$ cat config.mk
export PLATFORM = sky130hd
export DESIGN_NAME = parallel_block_dispatcher
export DESIGN_NICKNAME = d
export VERILOG_FILES = /design/src/rtl/parallel_block_dispatcher_pkg.sv /design/src/rtl/parallel_block_dispatcher_rr_arbiter_mask.sv /design/src/rtl/parallel_block_dispatcher.sv
export SDC_FILE = /design/constraint.sdc
export NUM_CORES = 1
export LEC_CHECK = 0
export BUFFER_PORTS_ARGS = -buffer_cell sky130_fd_sc_hd__buf_2
export CORE_ASPECT_RATIO = 1.75
export CORE_MARGIN = 2
export CORE_UTILIZATION = 51
export CTS_BUF_LIST = sky130_fd_sc_hd__clkbuf_16
export DETAILED_ROUTE_END_ITERATION = 6
export PLACE_DENSITY = 0.77
export SYNTH_ARGS = -nofsm -noshare
export SYNTH_HDL_FRONTEND = slang
export SYNTH_SLANG_ARGS = --single-unit
$ cat constraint.sdc
create_clock -name i_clk -period 3.7 [get_ports i_clk]
set_input_delay 0 -clock i_clk [delete_from_list [all_inputs] [get_ports i_clk]]
set_output_delay 0 -clock i_clk [all_outputs]
set_load 0.05 [all_outputs]
$ cat src/rtl/parallel_block_dispatcher_pkg.sv
// Shared configuration for the parallel block dispatcher: default geometry,
// FSM state encoding and width helpers.
package parallel_block_dispatcher_pkg;

    localparam int DEF_N_CH   = 4;
    localparam int DEF_VDIM   = 2;
    localparam int DEF_WBW    = 16;
    localparam int DEF_CREDIT = 2;

    typedef enum logic [1:0] {
        ST_IDLE     = 2'd0,
        ST_DISPATCH = 2'd1,
        ST_DRAIN    = 2'd2
    } dispatch_state_t;

    // Credit counters must hold the value CREDIT itself.
    function automatic int credit_width(input int credit);
        return $clog2(credit + 1);
    endfunction

    function automatic int ptr_width(input int n);
        return (n > 1) ? $clog2(n) : 1;
    endfunction

endpackage

$ cat src/rtl/parallel_block_dispatcher_rr_arbiter_mask.sv
// Combinational round-robin picker: one-hot grant of the first set bit of
// the eligible mask at or after rr_ptr (wrapping), plus a valid flag.
module rr_arbiter_mask #(
    parameter int N     = 4,
    parameter int PTR_W = 2
) (
    input  logic [N-1:0]     eligible,
    input  logic [PTR_W-1:0] rr_ptr,
    output logic [N-1:0]     grant,
    output logic             valid
);

    logic [2*N-1:0] rot_dbl;
    logic [2*N-1:0] back_dbl;
    logic [N-1:0]   rot_mask;
    logic [N-1:0]   rot_grant;

    always_comb begin
        // Rotate right so rr_ptr lands on bit 0, pick lowest set bit, rotate back.
        rot_dbl   = {eligible, {N{1'b0}}} >> rr_ptr;
        rot_mask  = rot_dbl[2*N-1:N] | rot_dbl[N-1:0];
        rot_grant = rot_mask & (-rot_mask);
        back_dbl  = {{N{1'b0}}, rot_grant} << rr_ptr;
        grant     = back_dbl[2*N-1:N] | back_dbl[N-1:0];
        valid     = |eligible;
    end

endmodule

$ cat src/rtl/parallel_block_dispatcher.sv
// Walks a VDIM-dimensional block grid and offers each block to credit-limited
// channels round-robin. Optional stall counter: PARALLEL_BLOCK_DISPATCHER_STATS_EN.
module parallel_block_dispatcher
    import parallel_block_dispatcher_pkg::*;
#(
    parameter int N_CH   = DEF_N_CH,
    parameter int VDIM   = DEF_VDIM,
    parameter int WBW    = DEF_WBW,
    parameter int CREDIT = DEF_CREDIT
) (
    input  logic                i_clk,
    input  logic                i_rst_n,
    input  logic                src_rdy,
    output logic                src_ack,
    input  logic [VDIM*WBW-1:0] i_bgrid_step,
    input  logic [VDIM*WBW-1:0] i_bgrid_end,
    output logic [N_CH-1:0]     bofs_rdys,
    input  logic [N_CH-1:0]     bofs_acks,
    output logic [VDIM*WBW-1:0] o_bofs,
    input  logic [N_CH-1:0]     blkdone_dvals,
    output logic                o_busy
`ifdef PARALLEL_BLOCK_DISPATCHER_STATS_EN
    ,
    output logic [31:0]         o_stall_cycles
`endif
);

    localparam int CW   = credit_width(CREDIT);
    localparam int RR_W = ptr_width(N_CH);
    localparam logic [CW-1:0] CREDIT_FULL = CW'(CREDIT);
    localparam logic [CW-1:0] CREDIT_ONE  = CW'(1);

    dispatch_state_t state_reg, state_next;

    logic [VDIM*WBW-1:0] step_reg, end_reg, ofs_reg, ofs_adv;
    logic [N_CH-1:0]     offer_reg, eligible, credit_full, grant;
    logic [RR_W-1:0]     rr_reg, rr_next;
    logic [VDIM-1:0]     dim_wrap, carry_in, end_zero;
    logic                ack_reg, grant_valid, last_blk;
    logic                start_job, ack_fire, select_now, ack_now;

    // Odometer: dim VDIM-1 is innermost; a dim steps only when all inner dims wrap.
    for (genvar gi = 0; gi < VDIM; gi++) begin : g_dim
        localparam logic [VDIM-1:0] INNER_MASK = VDIM'((1 << (gi + 1)) - 1);
        logic [WBW:0] dim_sum;

        assign dim_sum      = {1'b0, ofs_reg[gi*WBW +: WBW]} + {1'b0, step_reg[gi*WBW +: WBW]};
        assign dim_wrap[gi] = (dim_sum >= {1'b0, end_reg[gi*WBW +: WBW]});
        assign carry_in[gi] = &(dim_wrap | INNER_MASK);
        assign end_zero[gi] = (i_bgrid_end[gi*WBW +: WBW] == '0);
        assign ofs_adv[gi*WBW +: WBW] = !carry_in[gi] ? ofs_reg[gi*WBW +: WBW] :
                                        dim_wrap[gi]  ? '0 : dim_sum[WBW-1:0];
    end

    assign last_blk = &dim_wrap;

    for (genvar gi = 0; gi < N_CH; gi++) begin : g_ch
        logic [CW-1:0] credit_reg;

        assign eligible[gi]    = (credit_reg != '0);
        assign credit_full[gi] = (credit_reg == CREDIT_FULL);

        // A blkdone arriving with the ack cancels it; one at full credit is dropped.
        always_ff @(posedge i_clk) begin
            if (!i_rst_n) begin
                credit_reg <= CREDIT_FULL;
            end else if (ack_fire && offer_reg[gi]) begin
                if (!blkdone_dvals[gi]) begin
                    credit_reg <= credit_reg - CREDIT_ONE;
                end
            end else if (blkdone_dvals[gi] && !credit_full[gi]) begin
                credit_reg <= credit_reg + CREDIT_ONE;
            end
        end

`ifdef PARALLEL_BLOCK_DISPATCHER_STATS_EN
        a_blkdone_at_full: assert property (@(posedge i_clk) disable iff (!i_rst_n)
            !(blkdone_dvals[gi] && credit_full[gi]));
`endif
    end

    rr_arbiter_mask #(
        .N     (N_CH),
        .PTR_W (RR_W)
    ) u_arb (
        .eligible (eligible),
        .rr_ptr   (rr_reg),
        .grant    (grant),
        .valid    (grant_valid)
    );

    always_comb begin
        rr_next = rr_reg;
        for (int c = 0; c < N_CH; c++) begin
            if (offer_reg[c]) begin
                rr_next = RR_W'((c + 1) % N_CH);
            end
        end
    end

    always_comb begin
        state_next = state_reg;
        start_job  = 1'b0;
        ack_fire   = 1'b0;
        select_now = 1'b0;
        ack_now    = 1'b0;
        unique case (state_reg)
            ST_IDLE: begin
                // The ack cycle itself is idle time; a still-high src_rdy is stale.
                if (src_rdy && !ack_reg) begin
                    start_job  = 1'b1;
                    state_next = (|end_zero) ? ST_DRAIN : ST_DISPATCH;
                end
            end
            ST_DISPATCH: begin
                if (offer_reg == '0) begin
                    select_now = grant_valid;
                end else if (|(bofs_acks & offer_reg)) begin
                    ack_fire = 1'b1;
                    if (last_blk) begin
                        state_next = ST_DRAIN;
                    end
                end
            end
            ST_DRAIN: begin
                if (&credit_full) begin
                    ack_now    = 1'b1;
                    state_next = ST_IDLE;
                end
            end
            default: state_next = ST_IDLE;
        endcase
    end

    always_ff @(posedge i_clk) begin
        if (!i_rst_n) begin
            state_reg <= ST_IDLE;
            step_reg  <= '0;
            end_reg   <= '0;
            ofs_reg   <= '0;
            offer_reg <= '0;
            rr_reg    <= '0;
            ack_reg   <= 1'b0;
        end else begin
            state_reg <= state_next;
            ack_reg   <= ack_now;
            if (start_job) begin
                step_reg <= i_bgrid_step;
                end_reg  <= i_bgrid_end;
                ofs_reg  <= '0;
            end
            if (select_now) begin
                offer_reg <= grant;
            end
            if (ack_fire) begin
                offer_reg <= '0;
                rr_reg    <= rr_next;
                ofs_reg   <= ofs_adv;
            end
        end
    end

    assign src_ack   = ack_reg;
    assign bofs_rdys = offer_reg;
    assign o_bofs    = ofs_reg;
    assign o_busy    = (state_reg != ST_IDLE);

`ifdef PARALLEL_BLOCK_DISPATCHER_STATS_EN
    logic [31:0] stall_reg;

    always_ff @(posedge i_clk) begin
        if (!i_rst_n || start_job) begin
            stall_reg <= '0;
        end else if (state_reg == ST_DISPATCH && offer_reg == '0 && !grant_valid
                     && stall_reg != '1) begin
            stall_reg <= stall_reg + 32'd1;
        end
    end

    assign o_stall_cycles = stall_reg;
`endif

endmodule
======== After elaboration in Yosys (flattened, before gate mapping) ========
Cells that the tools add are included.
Widths: inputs -> output; s select.
operators by class
  $add $sub $neg .......................... 11
  $lt $le $gt $ge ......................... 2
  equality and inequality tests ........... 16
  shift operators ......................... 2
  muxes and demuxes ....................... 36
  bitwise gates (word level) .............. 5
  reduce and logical (&&, ||, !) cells .... 43
operators with widths
  operator             count
  $mux 32              2
  $mux 16              3
  $mux 2               22
  $add 16x16->17       2
  $ge 17x16->1         2
  $logic_not 16->1     2
  $ne 2x2->1 const B   10
  $reduce_bool 2->1    10
  $reduce_and 2->1     8
  $eq 2x2->1 const B   5
  $logic_and 1x1->1    9
  $add 2x1->2 const B  4
  $and 4x4->4          2
  $mux 1               8
  $or 4x4->4           2
  $reduce_or 4->1      2
  $shl 4x2->8          1
  $shr 8x2->8          1
  $sub 2x1->2 const B  4
  $pmux 2 s3           1
  $logic_not 1->1      5
  $reduce_and 5->1     1
  $logic_not 4->1      1
  $neg 4->4            1
  6 further kinds      7
word-level totals
  register bits ........................... 113
  output and inout port bits .............. 38
  word-level logic and storage cells ...... 127

======== Depth between registers and ports, before layout ========
Gate-level depths: netlist of run 1.
  depth in word-level cells ............... 8
  mapped depth ............................ 20

======== Cells and area by module ========
From an unflattened synthesis of run 1, not the netlist that was laid out.
second synthesis, totals
  cell total of the unflattened synthesis .. 864
  area, all modules ....................... 6731.5 sq um
modules (own cells, without submodules)
  module                     instances  cells each  area each (sq um)  sequential area each (sq um)
  parallel_block_dispatcher  1          844         6612.6             2262.2
  rr_arbiter_mask            1          20          118.9              0.0

======== Worst setup path after synthesis of run 1 ========
No wires, ideal clock.
  path kind ............................... reg2reg
  start ................................... register ofs_reg[16], in the netlist o_bofs[16]
  end ..................................... register ofs_reg[10], in the netlist o_bofs[10]
  setup time .............................. 0.061 ns
  data arrival time ....................... 4.233 ns
  path slack .............................. -0.594 ns
  stages on the path, launching flop included .. 19
  path buffers ............................ 1
  period minus slack after synthesis ...... 4.294 ns
  cells stage by stage .................... dfxtp_1 ha_1 inv_1 fa_1 nor2b_2 o31a_2 o221ai_4 o31a_4 a21oi_1 xor2_1 ha_1 a21oi_1 nor2b_1 a2111oi_0 o21a_1 o211ai_4 a211oi_2 buf_4 a22o_1
on the way
  longest elaborated chain between the ends .. 4
RTL lines
  element                            RTL line                          text
  start, declared                    parallel_block_dispatcher.sv:35   logic [VDIM*WBW-1:0] step_reg, end_reg, ofs_reg, ofs_adv;
  start signal, assigned             parallel_block_dispatcher.sv:158  ofs_reg <= ofs_adv;
  $add 16x16->17                     parallel_block_dispatcher.sv:47   assign dim_sum = {1'b0, ofs_reg[gi*WBW +: WBW]} + {1'b0, step_reg[gi*WBW +: WBW]};
  $ge 17x16->1                       parallel_block_dispatcher.sv:48   assign dim_wrap[gi] = (dim_sum >= {1'b0, end_reg[gi*WBW +: WBW]});
  $ne 2x2->1 (no source line)        n/a
  $reduce_and 2->1 (no source line)  n/a
No other way between the ends.
A chain may end at the register's enable or synchronous reset.

======== Worst setup path after layout of run 1 ========
  start ................................... register ofs_reg[0], in the netlist o_bofs[0]
  end ..................................... register ofs_reg[15], in the netlist o_bofs[15]
on the way
  longest elaborated chain between the ends .. 5
RTL lines
  element             RTL line                          text
  $add 16x16->17 (*)  parallel_block_dispatcher.sv:47
  $ge 17x16->1        parallel_block_dispatcher.sv:48
  $mux 16 (*)         parallel_block_dispatcher.sv:52   dim_wrap[gi] ? '0 : dim_sum[WBW-1:0];
  $mux 16 (*)         parallel_block_dispatcher.sv:51   assign ofs_adv[gi*WBW +: WBW] = !carry_in[gi] ? ofs_reg[gi*WBW +: WBW] :
  $mux 32 (*)         parallel_block_dispatcher.sv:155  if (ack_fire) begin
Mark *: on every way between the ends. The rest lies on a longest branch, timed or not. The select of a mux whose other input is x is not followed.

==> reports/metrics.yaml, run 1 <==
layout:
  fin_area_sq_um: 9250
  fillers: 920
  fin_util_pct: 74.4
  multi_input_area_sq_um: 4160
  fin_nets: 1194
  drive_gt1_share_pct: 27.2
  regArea_sq_um: 2300
  diodes: 0
  syn_to_final_growth_pct: 43.3
clock_network:
  cts.sinks: 113
  cts_tree: "done"
  cts_root_buf: "clkbuf_16"
  clkLatencyLatePin_ns: 0.42
  clock_path_buffers: 2
  clk_pin_slew_ns: 0.05
  cts_buffers: 17
  h-tree-depth: 4
routing:
  drt-wirelength-per-cell_microns: 16.4
  wirelength_microns: 20300
  ant_nets: 0
  vias: 6852
  drt_iter0_drc: 397
  drc: 0
  viasPerCell: 5.55
  first_pass_iters: 5
timing:
  drv_slew: 0
  slew_headroom_pct: 44.5
  fin_crit_sh_pct: 105
  fmax_mhz: 257
  worst_pin_slew_ns: 0.829
  hold_violations: 0
  timing.hold.ws_ns: 0.137
  period_needed_ns: 3.89
  finClkSkew_ns: 0.00572
  rsz0062_at_grt: "true"
  fin_ws_ns: -0.186
  finalSetupViolCount: 18
synth:
  synthArstFlopShare_pct: 0
  yosys_warnings: 0
  syn_nets: 950
  avgSynthCellArea_sq_um: 7.97
  seq_area_frac_synth_pct: 35.1
  synth-seq-cells: 113
  synth_edf_count: 0
  syn_area_sq_um: 6450
  synth_ff_type: "dfxtp_1"
  yosysUniqueCellTypes: 61
  syn_inst: 809
place:
  gp_congestion: 0.889
  post_dp_cell_area_sq_um: 7640
  pre_cts_ws_ns: -0.148
  io_buffers: 112
  hpwl_microns: 13000
floorplanning:
  initial_core_util_pct: 51.9
  rows: 54
  dieArea_sq_um: 13600
  io_pins: 113
  die_w_microns: 89.0
  die_y_microns: 153
  core_area_sq_um: 12400
critical_path:
  crit_required_ns: 4.06
  path_common_cell: "nor4_4"
  critPathSlowestCell: "dfxtp_4"
  cp.arrival_ns: 4.24
  max_stage_delay_ns: 0.36
  crit_type: "reg2reg"
  cp_cell_sequence: "ha_4 -> inv_2 -> fa_2 -> nor2b_4 -> o31ai_4 -> a21oi_2 -> a31oi_2 -> buf_4 -> o31ai_1 -> a21oi_1 -> xnor2_1 -> ha_1 -> nand2_1 -> nor4_4 -> o31ai_2 -> o211ai_2 -> nor4_4 -> buf_6 -> a22o_1"
  cp_max_fo: 8
  end_kind: "flip-flop"
  start_kind: "flip-flop"
run_status:
  violations: "setup timing"
  status: "finished, violations left"
grt:
  grtUsageTotal_pct: 29.6
  grt_pass1_wl_microns: 31600
  antenna_found_initial: 0
  first_global_vias: 6975
  overflow: 0
  grt_max_degree: 54
power:
  p_total_uw: 3390
  leakagePower_uw: 0.00410
  power.density_nw_per_um2: 366
  ir_drop_v: 0.000296
run:
  cap_violations: 0
hold_path:
  min_path_type: "in2reg"
Yosys cell counts (7+ instances only):
cell type,count,area (sq um)
nor3_1,10,50.1
o21ai_0,25,125
nand3_1,16,80.1
ha_1,64,801
clkbuf_1,24,90.1
a22o_1,16,140
a22oi_1,16,120
inv_1,47,176
xnor2_1,27,236
a211oi_1,9,67.6
nand2_1,165,619
nor2b_1,8,50.1
nand2b_1,7,43.8
nor4_1,13,81.3
dfxtp_1,113,2260
a21oi_1,104,521
nor2_1,49,184
cell families (layout without fill, tap and decap cells):
family,after synthesis,after routing,share of synthesized area (%)
compound gates,218,218,21.7
xor+xnor,32,32,4.35
fa+ha+maj,66,66,13.0
buf+inv,80,337,4.91
flops,113,113,35.1
mux,1,1,0.155
simple gates,299,299,20.8
placed cells by master, fill, tap and decap left out, types with 7 or more instances in the layout:
master,n
nor3_1,9
a22o_1,16
dlygate4sd3_1,69
a22oi_1,16
ha_1,61
nand2_1,164
dfxtp_1,96
a21oi_2,8
clkinv_2,7
clkbuf_16,18
buf_4,70
nor4_1,11
a21oi_1,96
nand2b_1,7
buf_2,112
dfxtp_2,12
xnor2_1,24
o21ai_0,22
nor2_1,46
nor2b_1,7
nand3_1,16
inv_1,45
critical path: cells and delay by family (launching register included):
kind	cells	cell delay [ns]
fa+ha+maj	3	0.79
xor+xnor	1	0.26
compound gates	8	1.41
flops	1	0.36
simple gates	4	0.62
buf+inv	3	0.39
report_power, final:
part,leakage (uW),internal (uW),switching [uW]
Combinational,0.00291,285,338
Sequential,0.000930,1260,31.3
Clock,0.000266,900,570
Total,0.00410,2450,940
routing by layer:
metal	up-vias	wire length (microns)	part of all wire, %	GRT usage [%]
li1	3320	-	-	-
met5	-	0	0	0
met1	3188	7230	36	29.7
met4	0	1080	5.3	17.4
met2	265	10900	54	53.4
met3	79	1100	5.4	6.28
timing repair:
| action | CTS | global route |
|---|---|---|
| gates resized for setup | 21 | 29 |
| hold buffers | 69 | 0 |
| endpoints found under the setup margin | 32 | 34 |
| setup buffers | 9 | 8 |
| hold endpoints to repair | 72 | 0 |
| pin swaps | 12 | 24 |
| gates cloned | 0 | 1 |
path summary, 6_finish.rpt:
path                                      to         from  cells past startpoint  slack (ns)
worst max-delay path              o_bofs[15]    o_bofs[0]                     19       -0.19
worst min-delay path            state_reg[0]      src_rdy                      4        0.14
worst max register to register    o_bofs[15]    o_bofs[0]                     19       -0.19
worst min register to register   end_reg[20]  end_reg[20]                      2        0.46
layout make-up:
class / count / area share [%]
multi-input combinational: 616 / 45.0
sequential: 113 / 24.8
timing repair buffer: 257 / 20.3
clock buffer: 17 / 4.60
tap: 168 / 2.27
inverter: 48 / 1.95
clock inverter: 15 / 1.10
per-stage QoR:
step	TNS, ns	instances
final	-2.64	1234
after global routing	-7.39	1234
after CTS	0	1225
after detailed placement	-2.41	1115
after global placement	-1.30	1115
after floorplan	0	809
Note: power is estimated with default switching activity, not from simulation.
==> run 2, diff against run 1 <==
Settings changed: CORE_ASPECT_RATIO 1.75 to 0.5.
==> reports/metrics.yaml, run 2 (synthesized netlist as in run 1, its figures left out) <==
timing:
  hold_violations: 0  # unchanged
  worst_pin_slew_ns: 1.06  # was 0.829 ns
  finalSetupViolCount: 26  # was 18
  fmax_mhz: 261  # was 257 MHz
  finalSetupTns_ns: -1.99  # was -2.64 ns
  fin_ws_ns: -0.126  # was -0.186 ns
  slew_headroom_pct: 29.3  # was 44.5%
  drv_slew: 0  # unchanged
  rsz0062_at_grt: "true"  # unchanged
  period_needed_ns: 3.83  # was 3.89 ns
  finClkSkew_ns: 0.0111  # was 0.00572 ns
  fin_crit_sh_pct: 103  # was 105%
clock_network:
  cts_buffers: 17  # unchanged
  clkLatencyLatePin_ns: 0.43  # was 0.42 ns
  h-tree-depth: 4  # unchanged
  cts.sinks: 113  # unchanged
  cts_tree: "done"  # unchanged
  cts_root_buf: "clkbuf_16"  # unchanged
  clk_pin_slew_ns: 0.06  # was 0.05 ns
  clock_path_buffers: 2  # unchanged
critical_path:
  cp_cell_sequence: "ha_1 -> nor2b_2 -> o31a_2 -> o221ai_4 -> o21bai_1 -> a21oi_1 -> xnor2_1 -> ha_1 -> and3_1 -> buf_4 -> nand2_1 -> o21ai_0 -> o21ai_1 -> o211ai_4 -> buf_6 -> a211oi_4 -> buf_12 -> a22o_1"  # was ha_4 -> inv_2 -> fa_2 -> nor2b_4 -> o31ai_4 -> a21oi_2 -> a31oi_2 -> buf_4 -> o31ai_1 -> a21oi_1 -> xnor2_1 -> ha_1 -> nand2_1 -> nor4_4 -> o31ai_2 -> o211ai_2 -> nor4_4 -> buf_6 -> a22o_1
  start_kind: "flip-flop"  # unchanged
  end_kind: "flip-flop"  # unchanged
  critPathSlowestCell: "dfxtp_4"  # unchanged
  crit_required_ns: 4.05  # was 4.06 ns
  cp_max_fo: 16  # was 8
  r2r_cells: 18  # was 19
  path_common_cell: "ha_1"  # was nor4_4
  crit_type: "reg2reg"  # unchanged
  cp.arrival_ns: 4.18  # was 4.24 ns
  max_stage_delay_ns: 0.34  # was 0.36 ns
  r2r_slack_ns: -0.13  # was -0.19 ns
floorplanning:
  initial_core_util_pct: 53.4  # was 51.9%
  dieArea_sq_um: 13600  # about the same
  core_area_sq_um: 12100  # was 12400 sq um
  die_y_microns: 83.5  # was 153 microns
  die_w_microns: 163  # was 89.0 microns
  rows: 28  # was 54
  io_pins: 113  # unchanged
hold_path:
  min_path_type: "in2reg"  # unchanged
  min_path_cells: 3  # was 4
grt:
  antenna_found_initial: 1  # was 0
  grtUsageTotal_pct: 28.8  # was 29.6%
  first_global_vias: 6560  # was 6975
  overflow: 0  # unchanged
  grt_max_degree: 65  # was 54
  grt_pass1_wl_microns: 31400  # was 31600 microns
routing:
  wirelength_microns: 19700  # was 20300 microns
  ant_nets: 0  # unchanged
  viasPerCell: 5.55  # about the same
  drt_iter0_drc: 535  # was 397
  first_pass_iters: 7  # was 5
  drc: 2  # was 0
  drt-wirelength-per-cell_microns: 16.2  # was 16.4 microns
  vias: 6753  # was 6852
place:
  io_buffers: 112  # unchanged
  pre_cts_ws_ns: -0.391  # was -0.148 ns
  hpwl_microns: 12100  # was 13000 microns
  gp_congestion: 0.864  # was 0.889
run:
  cap_violations: 0  # unchanged
layout:
  fillers: 845  # was 920
  fin_util_pct: 75.5  # was 74.4%
  final_common_cell: "nand2_1"  # unchanged
  drive_gt1_share_pct: 26.1  # was 27.2%
  layout_common_cells: "nand2_1 (165), buf_2 (112), a21oi_1 (97)"  # was nand2_1 (164), buf_2 (112), a21oi_1 (96), dfxtp_1 (96), buf_4 (70)
  fin_nets: 1178  # was 1194
  syn_to_final_growth_pct: 41.4  # was 43.3%
power:
  leakagePower_uw: 0.00404  # was 0.00410 uW
  ir_drop_v: 0.000224  # was 0.000296 V
  power.density_nw_per_um2: 380  # was 366 nW/um^2
run_status:
  violations: "DRC, setup timing"  # was setup timing
  status: "finished, violations left"  # unchanged
## run 2: cell types whose count changed in the layout (fill, tap and decap cells not counted), sizes merged
cell,delta
buf,-14
clkbuf,+1
dlygate4sd3,-1
clkinv,-1
clkinvlp,-1
diode,+1
## run 2: timing repair
| action | in CTS | in global routing |
|---|---|---|
| pin swaps | 16 | 14 |
| gates cloned | 1 | 0 |
| endpoints found under the setup margin | 34 | 34 |
| endpoints found under the hold margin | 71 | 0 |
| buffers inserted | 13 | 5 |
| hold buffers | 68 | 0 |
| gates resized for setup | 26 | 20 |
## run 2: metrics by stage
| stage | std cells | area (sq um) | total power, uW | hold slack, ns |
|---|---|---|---|---|
| CTS | 1210 | 9000 | 3440 | 0.00482 |
| finish | 1216 | 9120 | 3470 | 0.00898 |
| global route | 1216 | 9120 | 3580 | 0.0183 |
| detailed placement | 1096 | 7500 | 1780 | 0.245 |
| floorplan | 809 | 6550 | 1620 | 0.136 |
| global placement | 1096 | 7500 | 1770 | 0.241 |
## run 2: final timing paths
path / start / endpoint
worst max-delay path: o_bofs[18] / o_bofs[0]
worst min-delay path: blkdone_dvals[3] / g_ch[3].credit_reg[0]
worst max register to register: o_bofs[18] / o_bofs[0]
worst min register to register: end_reg[6] / end_reg[6]
## run 2: where the power goes
part,switching (uW),internal [uW]
Combinational,317,271
Sequential,30.9,1260
Clock,602,984
Total,950,2520
## run 2: worst max-delay path: cells and delay by family, from the launching register on
kind / cells / cell delay [ns]
AO/OA/AOI/OAI: 9 / 1.71
adder cells (fa/ha/maj): 2 / 0.62
buffers and inverters: 3 / 0.47
AND/OR/NAND/NOR: 3 / 0.41
flip-flops: 1 / 0.34
XOR/XNOR: 1 / 0.20
## run 2: cell type report
cell class / count / area [sq um] / share of cell area, %
multi-input combinational: 616 / 4120 / 45.1
timing repair buffer: 241 / 1760 / 19.2
sequential: 113 / 2300 / 25.2
clock inverter: 13 / 88.8 / 0.974
inverter: 48 / 180 / 1.98
tap: 165 / 206 / 2.26
clock buffer: 19 / 475 / 5.21
antenna: 1 / 2.50 / 0.0274
## run 2: layer usage
layer | up-vias | global-route usage (%) | part of all wire [%]
met1 | 3148 | 36.6 | 44
li1 | 3283 | - | -
met5 | - | 0 | 0
met4 | 0 | 13.7 | 3.4
met2 | 259 | 47.5 | 47
met3 | 63 | 5.17 | 6.0
==> run 3, diff against run 2 <==
==> constraint.sdc (replaced) <==
create_clock -name i_clk -period 3.7 [get_ports i_clk]
set_input_delay 0.185 -clock i_clk [delete_from_list [all_inputs] [get_ports i_clk]]
set_output_delay 0.185 -clock i_clk [all_outputs]
set_load 0.05 [all_outputs]
==> reports/metrics.yaml, run 3 (synthesized netlist as in run 1, its figures left out) <==
run_status:
  violations: "setup timing"  # was DRC, setup timing
  status: "finished, violations left"  # unchanged
grt:
  grt_pass1_wl_microns: 28200  # was 31400 microns
  antenna_found_initial: 0  # was 1
  grt_max_degree: 65  # unchanged
  first_global_vias: 5932  # was 6560
  overflow: 0  # unchanged
  grtUsageTotal_pct: 25.7  # was 28.8%
floorplanning:
  core_area_sq_um: 12100  # unchanged
  dieArea_sq_um: 13600  # unchanged
  rows: 28  # unchanged
  die_w_microns: 163  # unchanged
  initial_core_util_pct: 53.4  # unchanged
  die_y_microns: 83.5  # unchanged
  io_pins: 113  # unchanged
place:
  hpwl_microns: 12400  # was 12100 microns
  gp_congestion: 0.905  # was 0.864
  io_buffers: 112  # unchanged
  pre_cts_ws_ns: -0.361  # was -0.391 ns
timing:
  period_needed_ns: 3.81  # was 3.83 ns
  worst_pin_slew_ns: 1.24  # was 1.06 ns
  fin_ws_ns: -0.105  # was -0.126 ns
  finalSetupTns_ns: -1.67  # was -1.99 ns
  fmax_mhz: 263  # was 261 MHz
  finalSetupViolCount: 28  # was 26
  rsz0062_at_grt: "true"  # unchanged
  fin_crit_sh_pct: 103  # about the same
  timing.hold.ws_ns: 0.00565  # was 0.00898 ns
  hold_violations: 0  # unchanged
  slew_headroom_pct: 16.7  # was 29.3%
  drv_slew: 0  # unchanged
  finClkSkew_ns: 0.0135  # was 0.0111 ns
hold_path:
  holdPathEnd: "step_reg[20]"  # was g_ch[3].credit_reg[0]
  min_path_cells: 3  # unchanged
  hp-start: "i_bgrid_step[20]"  # was blkdone_dvals[3]
  min_path_type: "in2reg"  # unchanged
critical_path:
  r2r_cells: 21  # was 18
  crit_required_ns: 4.05  # about the same
  cp_num_buf_inv: 5  # was 3
  end_kind: "flip-flop"  # unchanged
  crit_type: "reg2reg"  # unchanged
  critPathSlowestCell: "dfxtp_4"  # unchanged
  path_delay_family: "compound AO/OA/AOI/OAI gates"  # unchanged
  path_common_cell: "buf_12"  # was ha_1
  r2r_slack_ns: -0.11  # was -0.13 ns
  cp.arrival_ns: 4.15  # was 4.18 ns
  worstReg2RegStart: "o_bofs[16]"  # was o_bofs[18]
  cp_max_fo: 16  # unchanged
  max_stage_delay_ns: 0.35  # was 0.34 ns
  start_kind: "flip-flop"  # unchanged
  cp_cell_sequence: "ha_4 -> inv_2 -> fa_2 -> nor2b_2 -> o31a_2 -> o221ai_4 -> buf_6 -> o21bai_1 -> a21oi_1 -> xnor2_1 -> ha_1 -> and3_4 -> buf_4 -> nand2_1 -> o21ai_0 -> o21ai_1 -> o211ai_4 -> buf_12 -> a211oi_4 -> buf_12 -> a22o_1"  # was ha_1 -> nor2b_2 -> o31a_2 -> o221ai_4 -> o21bai_1 -> a21oi_1 -> xnor2_1 -> ha_1 -> and3_1 -> buf_4 -> nand2_1 -> o21ai_0 -> o21ai_1 -> o211ai_4 -> buf_6 -> a211oi_4 -> buf_12 -> a22o_1
  rr_endpoint: "o_bofs[15]"  # was o_bofs[0]
routing:
  drt_iter0_drc: 409  # was 535
  drt-wirelength-per-cell_microns: 15.2  # was 16.2 microns
  wirelength_microns: 17400  # was 19700 microns
  ant_nets: 0  # unchanged
  vias: 6224  # was 6753
  first_pass_iters: 5  # was 7
  drc: 0  # was 2
  viasPerCell: 5.45  # was 5.55
power:
  p_int_uw: 2540  # was 2520 uW
  power.density_nw_per_um2: 412  # was 380 nW/um^2
  power_frac_comb_pct: 15.8  # was 17.0%
  leakagePower_uw: 0.00371  # was 0.00404 uW
  power_frac_clock_pct: 46.8  # was 45.7%
  p_switching_uw: 916  # was 950 uW
  p_total_uw: 3460  # was 3470 uW
  sw_frac_of_total_pct: 26.5  # was 27.4%
  ir_drop_v: 0.000281  # was 0.000224 V
  seq_power_share_pct: 37.4  # was 37.3%
layout:
  syn_to_final_growth_pct: 30.0  # was 41.4%
  diodes: 0  # was 1
  layout_common_cells: "nand2_1 (165), buf_2 (112), a21oi_1 (97)"  # unchanged
  final_common_cell: "nand2_1"  # unchanged
  drive_gt1_share_pct: 26.1  # about the same
  fin_nets: 1104  # was 1178
  fillers: 983  # was 845
  fin_util_pct: 69.3  # was 75.5%
clock_network:
  cts_tree: "done"  # unchanged
  h-tree-depth: 4  # unchanged
  clk_pin_slew_ns: 0.05  # was 0.06 ns
  clock_path_buffers: 2  # unchanged
  clkLatencyLatePin_ns: 0.42  # was 0.43 ns
  cts.sinks: 113  # unchanged
  cts_root_buf: "clkbuf_16"  # unchanged
  cts_buffers: 17  # unchanged
run:
  cap_violations: 0  # unchanged
run 3: cell type report:
type,count,area (sq um),share of cell area (%)
clock buffer,17,425,5.08
clock inverter,15,154,1.84
inverter,48,180,2.15
multi-input combinational,616,4090,48.8
sequential,113,2300,27.4
tap,165,206,2.46
timing repair buffer,167,1030,12.3
run 3: power by group through the flow:
stage	logic [uW]	clock network [uW]	registers, uW
finish	544	1620	1290
global route	600	1700	1300
CTS	513	1640	1290
detailed placement	470	0	1320
global placement	455	0	1310
floorplan	299	0	1320
run 3: worst max-delay path by stage:
stage | start | end | slack (ns) | cells past startpoint
2_1_floorplan | o_bofs[7] | o_bofs[6] | 0.0002 | 17
3_3_place_gp | step_reg[16] | o_bofs[6] | -0.30 | 17
3_5_place_dp | step_reg[16] | o_bofs[5] | -0.36 | 17
4_1_cts | o_bofs[16] | o_bofs[15] | -0.09 | 19
5_1_grt | o_bofs[16] | o_bofs[15] | -0.35 | 21
6_report | o_bofs[16] | o_bofs[15] | -0.11 | 21
run 3: timing repair:
item                                   4_1_cts  5_1_grt
endpoints found under the hold margin        3        0
setup endpoints to repair                   34       34
hold buffers                                 3        0
pin swaps                                   11       15
gates resized for setup                     18       18
setup buffers                                5        6
run 3: worst reg2reg max path, delay by kind of cell, from the launching register on:
kind	cells	cell delay [ns]
compound gates	9	1.61
buf+inv	5	0.66
xor+xnor	1	0.18
flops	1	0.35
simple gates	3	0.27
fa+ha+maj	3	0.67
run 3: routing by layer:
| metal | GRT usage (%) | up-vias | wire, microns |
|---|---|---|---|
| met4 | 8.05 | 0 | 332 |
| met3 | 5.96 | 27 | 820 |
| met2 | 41.5 | 151 | 8070 |
| li1 | - | 3135 | - |
| met5 | 0 | - | 0 |
| met1 | 34.2 | 2911 | 8150 |
run 3: through the flow:
step	area [sq um]	std cells
2_1_floorplan	6550	809
3_3_place_gp	7500	1095
3_5_place_dp	7500	1095
4_1_cts	8240	1135
5_1_grt	8380	1141
6_report	8380	1141
